<file path="src/rtl/status_register_if.sv">
// Flag-register bus: ALU/direct/exception strobes in, registered and forwarded NZCV out.
interface status_register_if #(
    parameter int unsigned CNT_W = 16
);
    localparam int unsigned FLAG_W = 4;

    logic              s_en;
    logic [FLAG_W-1:0] alu_status;
    logic              wr_en;
    logic [FLAG_W-1:0] wr_data;
    logic              save;
    logic              restore;
    logic              freeze;
    logic              flush;
    logic [FLAG_W-1:0] status;
    logic [FLAG_W-1:0] status_fwd;
    logic [FLAG_W-1:0] saved_status;
    logic              changed;
    logic [CNT_W-1:0]  update_cnt;

    modport master (
        output s_en, alu_status, wr_en, wr_data, save, restore, freeze, flush,
        input  status, status_fwd, saved_status, changed, update_cnt
    );

    modport slave (
        input  s_en, alu_status, wr_en, wr_data, save, restore, freeze, flush,
        output status, status_fwd, saved_status, changed, update_cnt
    );
endinterface

</file>
<file path="src/rtl/status_register.sv">
// Architectural NZCV flag register with exception save/restore, change pulse,
// update counter and a zero-latency bypass for the ID-stage condition check.
module status_register #(
    parameter logic [3:0]  RESET_STATUS = 4'b0000,
    parameter int unsigned CNT_W        = 16,
    parameter bit          BYPASS       = 1'b1
) (
    input  logic               clk,
    input  logic               rst,
    status_register_if.slave   bus
);
    localparam int unsigned FLAG_W = 4;

    logic [FLAG_W-1:0] status_q;
    logic [FLAG_W-1:0] saved_q;
    logic              changed_q;
    logic [CNT_W-1:0]  cnt_q;

    logic              s_eff;
    logic              w_eff;
    logic              cnt_inc;
    logic [FLAG_W-1:0] status_nxt;

    // Next-state selection: restore beats direct write beats ALU write.
    always_comb begin
        s_eff      = bus.s_en & ~bus.flush;
        w_eff      = bus.wr_en & ~bus.flush;
        cnt_inc    = (s_eff | w_eff) & ~bus.restore;
        status_nxt = status_q;
        if (bus.restore) begin
            status_nxt = saved_q;
        end else if (w_eff) begin
            status_nxt = bus.wr_data;
        end else if (s_eff) begin
            status_nxt = bus.alu_status;
        end
    end

    always_ff @(posedge clk) begin
        if (rst) begin
            status_q  <= RESET_STATUS;
            saved_q   <= RESET_STATUS;
            changed_q <= 1'b0;
            cnt_q     <= '0;
        end else if (!bus.freeze) begin
            status_q  <= status_nxt;
            changed_q <= (status_nxt != status_q);
            // Save captures the pre-update value, so save+restore swaps.
            if (bus.save) begin
                saved_q <= status_q;
            end
            if (cnt_inc) begin
                cnt_q <= cnt_q + CNT_W'(1);
            end
        end
    end

    assign bus.status       = status_q;
    assign bus.saved_status = saved_q;
    assign bus.changed      = changed_q;
    assign bus.update_cnt   = cnt_q;
    assign bus.status_fwd   = (BYPASS && !bus.freeze) ? status_nxt : status_q;
endmodule

</file>
<file path="src/flat_wrapper.sv">
// flat-port wrapper written by rule: the top's interface ports become plain ports
module status_register_flat 
#(
    parameter logic [3:0]  RESET_STATUS = 4'b0000,
    parameter int unsigned CNT_W        = 16,
    parameter bit          BYPASS       = 1'b1
)
  (clk, rst, bus_s_en, bus_alu_status, bus_wr_en, bus_wr_data, bus_save, bus_restore, bus_freeze, bus_flush, bus_status, bus_status_fwd, bus_saved_status, bus_changed, bus_update_cnt);
  status_register_if #(.CNT_W(CNT_W)) bus_i ();
  input  logic clk;
  input  logic rst;
  input wire logic [$bits(bus_i.s_en)-1:0] bus_s_en;
  input wire logic [$bits(bus_i.alu_status)-1:0] bus_alu_status;
  input wire logic [$bits(bus_i.wr_en)-1:0] bus_wr_en;
  input wire logic [$bits(bus_i.wr_data)-1:0] bus_wr_data;
  input wire logic [$bits(bus_i.save)-1:0] bus_save;
  input wire logic [$bits(bus_i.restore)-1:0] bus_restore;
  input wire logic [$bits(bus_i.freeze)-1:0] bus_freeze;
  input wire logic [$bits(bus_i.flush)-1:0] bus_flush;
  output wire logic [$bits(bus_i.status)-1:0] bus_status;
  output wire logic [$bits(bus_i.status_fwd)-1:0] bus_status_fwd;
  output wire logic [$bits(bus_i.saved_status)-1:0] bus_saved_status;
  output wire logic [$bits(bus_i.changed)-1:0] bus_changed;
  output wire logic [$bits(bus_i.update_cnt)-1:0] bus_update_cnt;
  assign bus_i.s_en = bus_s_en;
  assign bus_i.alu_status = bus_alu_status;
  assign bus_i.wr_en = bus_wr_en;
  assign bus_i.wr_data = bus_wr_data;
  assign bus_i.save = bus_save;
  assign bus_i.restore = bus_restore;
  assign bus_i.freeze = bus_freeze;
  assign bus_i.flush = bus_flush;
  assign bus_status = bus_i.status;
  assign bus_status_fwd = bus_i.status_fwd;
  assign bus_saved_status = bus_i.saved_status;
  assign bus_changed = bus_i.changed;
  assign bus_update_cnt = bus_i.update_cnt;
  status_register #(.RESET_STATUS(RESET_STATUS), .CNT_W(CNT_W), .BYPASS(BYPASS)) u_core (.clk(clk), .rst(rst), .bus(bus_i));
endmodule
</file>
<file path="config.mk">
export PLATFORM = sky130hd
export DESIGN_NAME = status_register_flat
export DESIGN_NICKNAME = d
export VERILOG_FILES = /design/src/rtl/status_register_if.sv /design/src/rtl/status_register.sv /design/src/flat_wrapper.sv
export SDC_FILE = /design/constraint.sdc
export NUM_CORES = 1
export LEC_CHECK = 0
export ABC_AREA = 1
export CAP_MARGIN = 0
export CORE_ASPECT_RATIO = 0.75
export CORE_UTILIZATION = 45
export CTS_BUF_LIST = sky130_fd_sc_hd__clkbuf_4
export DETAILED_ROUTE_END_ITERATION = 12
export PLACE_DENSITY = 0.89
export SYNTH_ARGS = -nofsm -noshare
export SYNTH_HDL_FRONTEND = slang
export SYNTH_SLANG_ARGS = --single-unit
</file>
<file path="constraint.sdc">
create_clock -name clk -period 2.3 [get_ports clk]
set_clock_uncertainty 0.05 [all_clocks]
set_input_delay 0.345 -clock clk [delete_from_list [all_inputs] [get_ports clk]]
set_output_delay 0.345 -clock clk [all_outputs]
set_load 0.05 [all_outputs]
</file>
==> impl_results.md <==
* Synth warn at 0
* Worst Reg-to-Reg Cells at 6
* Setup Fix Bufs, Post-CTS at 0
* Final nets at 274
* PwrDens at between 400 and 500 mW/mm^2
* Area Growth Syn to Fin at 40.2%
* Post-Synth XOR/XNOR Area at less than 1%
* Largest net degree at the start of global routing at 16
* R2R setup slack at roughly 560 ps
* Initial Utilization at a little under half
* Die H at just over 50 um
* Clk network pwr share at approximately 23%
* Leak at 0.000820 uW
* Worst R2R End: u_core.bus.update_cnt[12]$_SDFFE_PP0P_
* Cell Int Power at ~610 uW
* Diode count at 0
* CTS clk-pin slew, worst paths at around 140 ps
* R2R Path Start: u_core.bus.update_cnt[1]$_SDFFE_PP0P_
* HP Class: flip-flop to flip-flop
* Comb pwr share at 26.2%
* DR iter-0 viols at 63
* Final Setup Violations at 0
* Initial antenna violation count at 0
* ANT nets after route at 0
* Sequential cell area at between 500 and 600 um^2
* Global placement routability congestion at 0.812
* First-pass GRT wire length at slightly below 6000 um
* WHS at approximately 420 ps
* CTS tree: yes
* Sw Ratio at about a third
* Post-Synth Simple-Gate Area at about 40%
* FF+latch count, synth at 25
* Sequential share of power at 50.9%
* Final HPWL DP at about 2700 um
* I/O pins at 45
* Synth Net Count at roughly 230
* Synth cell types at 29
* Vias in the first global route at 1,333
* Mapped Area at roughly 0.0014 mm^2
* Critical path type: input pin to output pin
* Routed vias/inst at about 5.2
* Critical Path Start Type: input pin
* Syn Area/Cell at just under 7 um^2
* Clock Tree Root: clkbuf_4
* Global route overflow at 0
* Hold buffers post-CTS at 0
* Largest family of logic cells by synthesized area: simple AND/OR/NAND/NOR gates
* Area of the multi-input gates at between 700 and 800 um^2
* Row count at 17
* Sum Neg Setup Slack at 0 ps
* CTS resizes at 0
* TritonCTS Buffers at 3
* Layout cell share with drive strength beyond 1 at a little under an eighth
* Core Region at between 0.002 and 0.003 mm^2
* Fill cells at 259
* Mux contribution to synthesized area at 0%
* Slew HR at 66.0%
* Peak VDD IR at about 0.37 mV
* Number of synthesized flops with an enable pin at 0
* Compound-Gate Fraction of Synth Area at ~14%
* Fin. max-slew vios at 0
* Fmax at about 0.48 GHz
* Crit path DAT at approximately 1700 ps
* Number of buffers added on ports at 44
* Post-DR wirelength/cell at between 10 and 15 um
* Max-Cap Viols at 0
* RSZ-0062 raised after global routing: no
* H-tree levels at 1
* Syn Inst Count at about 210
* Least-Margin Pin Slew at between 500 and 600 ps
* DRT Pass-1 Iters at 4
* Status: finished clean
* Total net switching power at 290 uW
* Die X at approximately 67 um
* Fin. Hold Viols at 0
* Remaining DRCs at 0
* Crit. End Element: output pin
* DR vias at approximately 1,500
* Sequential area share after synthesis at 35.6%
* Clk sinks at 25
* Main synth FF type: dfxtp_1
* Die ar. at 0.00336 mm^2
* Async set or reset register ratio after synthesis at 0%
* Crit-path max FO at 5
* Required time worst endpoint at between 1500 and 2000 ps
* Final WL at approximately 3500 um
* Final worst path period share at 91.5%
* WHS Path Cells at 2
* Post-Synth Adder-Cell Area at less than 1%
* GRT Total Usage at between 20% and 30%
* Clock buffer depth at 2
* Crit path time final at between 2000 and 2500 ps
* Hold EP: u_core.bus.update_cnt[4]$_SDFFE_PP0P_
* Hold path start: u_core.bus.update_cnt[4]$_SDFFE_PP0P_
* Worst skew pair latency at 330 ps
==> sequential cells by signal (all words and copies together) (netlist names) <==
name	flops
u_core.bus.changed	1
u_core.bus.saved_status	4
u_core.bus.status	4
u_core.bus.update_cnt	16
==> worst max path at each step <==
stage	start	to	slack, ps	cells after the start
3_3_place_gp	bus_restore	bus_status_fwd[0]	230	6
3_5_place_dp	bus_restore	bus_status_fwd[0]	210	6
6_report	bus_s_en	bus_status_fwd[0]	200	8
2_1_floorplan	u_core.bus.status[0]$_SDFF_PP0_	bus_status_fwd[0]	450	6
4_1_cts	bus_restore	bus_status_fwd[0]	210	6
5_1_grt	bus_s_en	bus_status_fwd[0]	100	8
==> area by class of cell <==
type	count	area share [%]
clock buffer	3	1.14
sequential	25	25.4
inverter	29	5.52
tap	38	2.41
multi-input combinational	152	40.0
timing repair buffer	46	25.1
clock inverter	1	0.381
==> kinds of logic (layout without fill, tap and decap cells) <==
group,after synthesis,count (layout)
compound gates,38,38
xor+xnor,1,1
fa+ha+maj,1,1
buf+inv,31,79
flops,25,25
simple gates,112,112
==> metrics by stage <==
step	utilization (%)	worst slack [ps]	instance area, um^2	instances	total power (uW)
finish	66.7	195	1970	294	897
global route	66.7	101	1970	294	943
CTS	66.7	210	1970	294	903
detailed placement	65.7	212	1940	290	699
global placement	65.7	229	1940	290	695
floorplan	-	445	1410	208	600
==> power by group through the flow <==
stage          registers, uW  logic (uW)  clock network (uW)
2_1_floorplan            504        95.8                   0
3_3_place_gp             465         230                   0
3_5_place_dp             465         233                   0
4_1_cts                  456         234                 212
5_1_grt                  458         253                 232
6_report                 456         235                 206
==> cells in the mapped netlist (3+ instances only) <==
| master | count | area (um^2) |
|---|---|---|
| nor2_1 | 11 | 41.3 |
| nand2_2 | 3 | 18.8 |
| o21ai_1 | 3 | 15.0 |
| nand3_1 | 24 | 120 |
| dfxtp_1 | 25 | 500 |
| nor3_1 | 7 | 35.0 |
| inv_2 | 3 | 11.3 |
| a21oi_1 | 17 | 85.1 |
| o21ai_0 | 13 | 65.1 |
| inv_1 | 26 | 97.6 |
| nand2_1 | 52 | 195 |
==> placed cells by master (no fill, tap or decap), types with 2 or more instances in the layout <==
| cell type | instances |
|---|---|
| nor3_1 | 7 |
| a21oi_2 | 2 |
| dfxtp_1 | 25 |
| clkdlybuf4s50_1 | 40 |
| o21ai_0 | 13 |
| nand2_2 | 3 |
| nand2_1 | 52 |
| clkbuf_4 | 3 |
| nand3_1 | 24 |
| buf_12 | 4 |
| nand4_1 | 2 |
| nor2_1 | 11 |
| inv_1 | 26 |
| inv_2 | 3 |
| a31oi_1 | 2 |
| nand3_2 | 2 |
| or2_2 | 2 |
| buf_4 | 2 |
| o21ai_1 | 3 |
| a21oi_1 | 17 |
==> worst max-delay path, stage by stage <==
cell             delay (ps)
clkdlybuf4s50_1         570
nand2_2                 140
nand2_1                  80
nand3_1                  80
nand3_1                 110
nand3_1                 110
nand2_1                 130
buf_12                  140
==> metal layers <==
metal,vias up,routed length (um),global-route usage (%)
li1,782,-,-
met1,693,1770,32.0
met2,43,1530,35.9
met3,4,181,5.23
met4,0,30,6.03
met5,-,0,0
No activity file was read; power rests on OpenSTA's default activity.
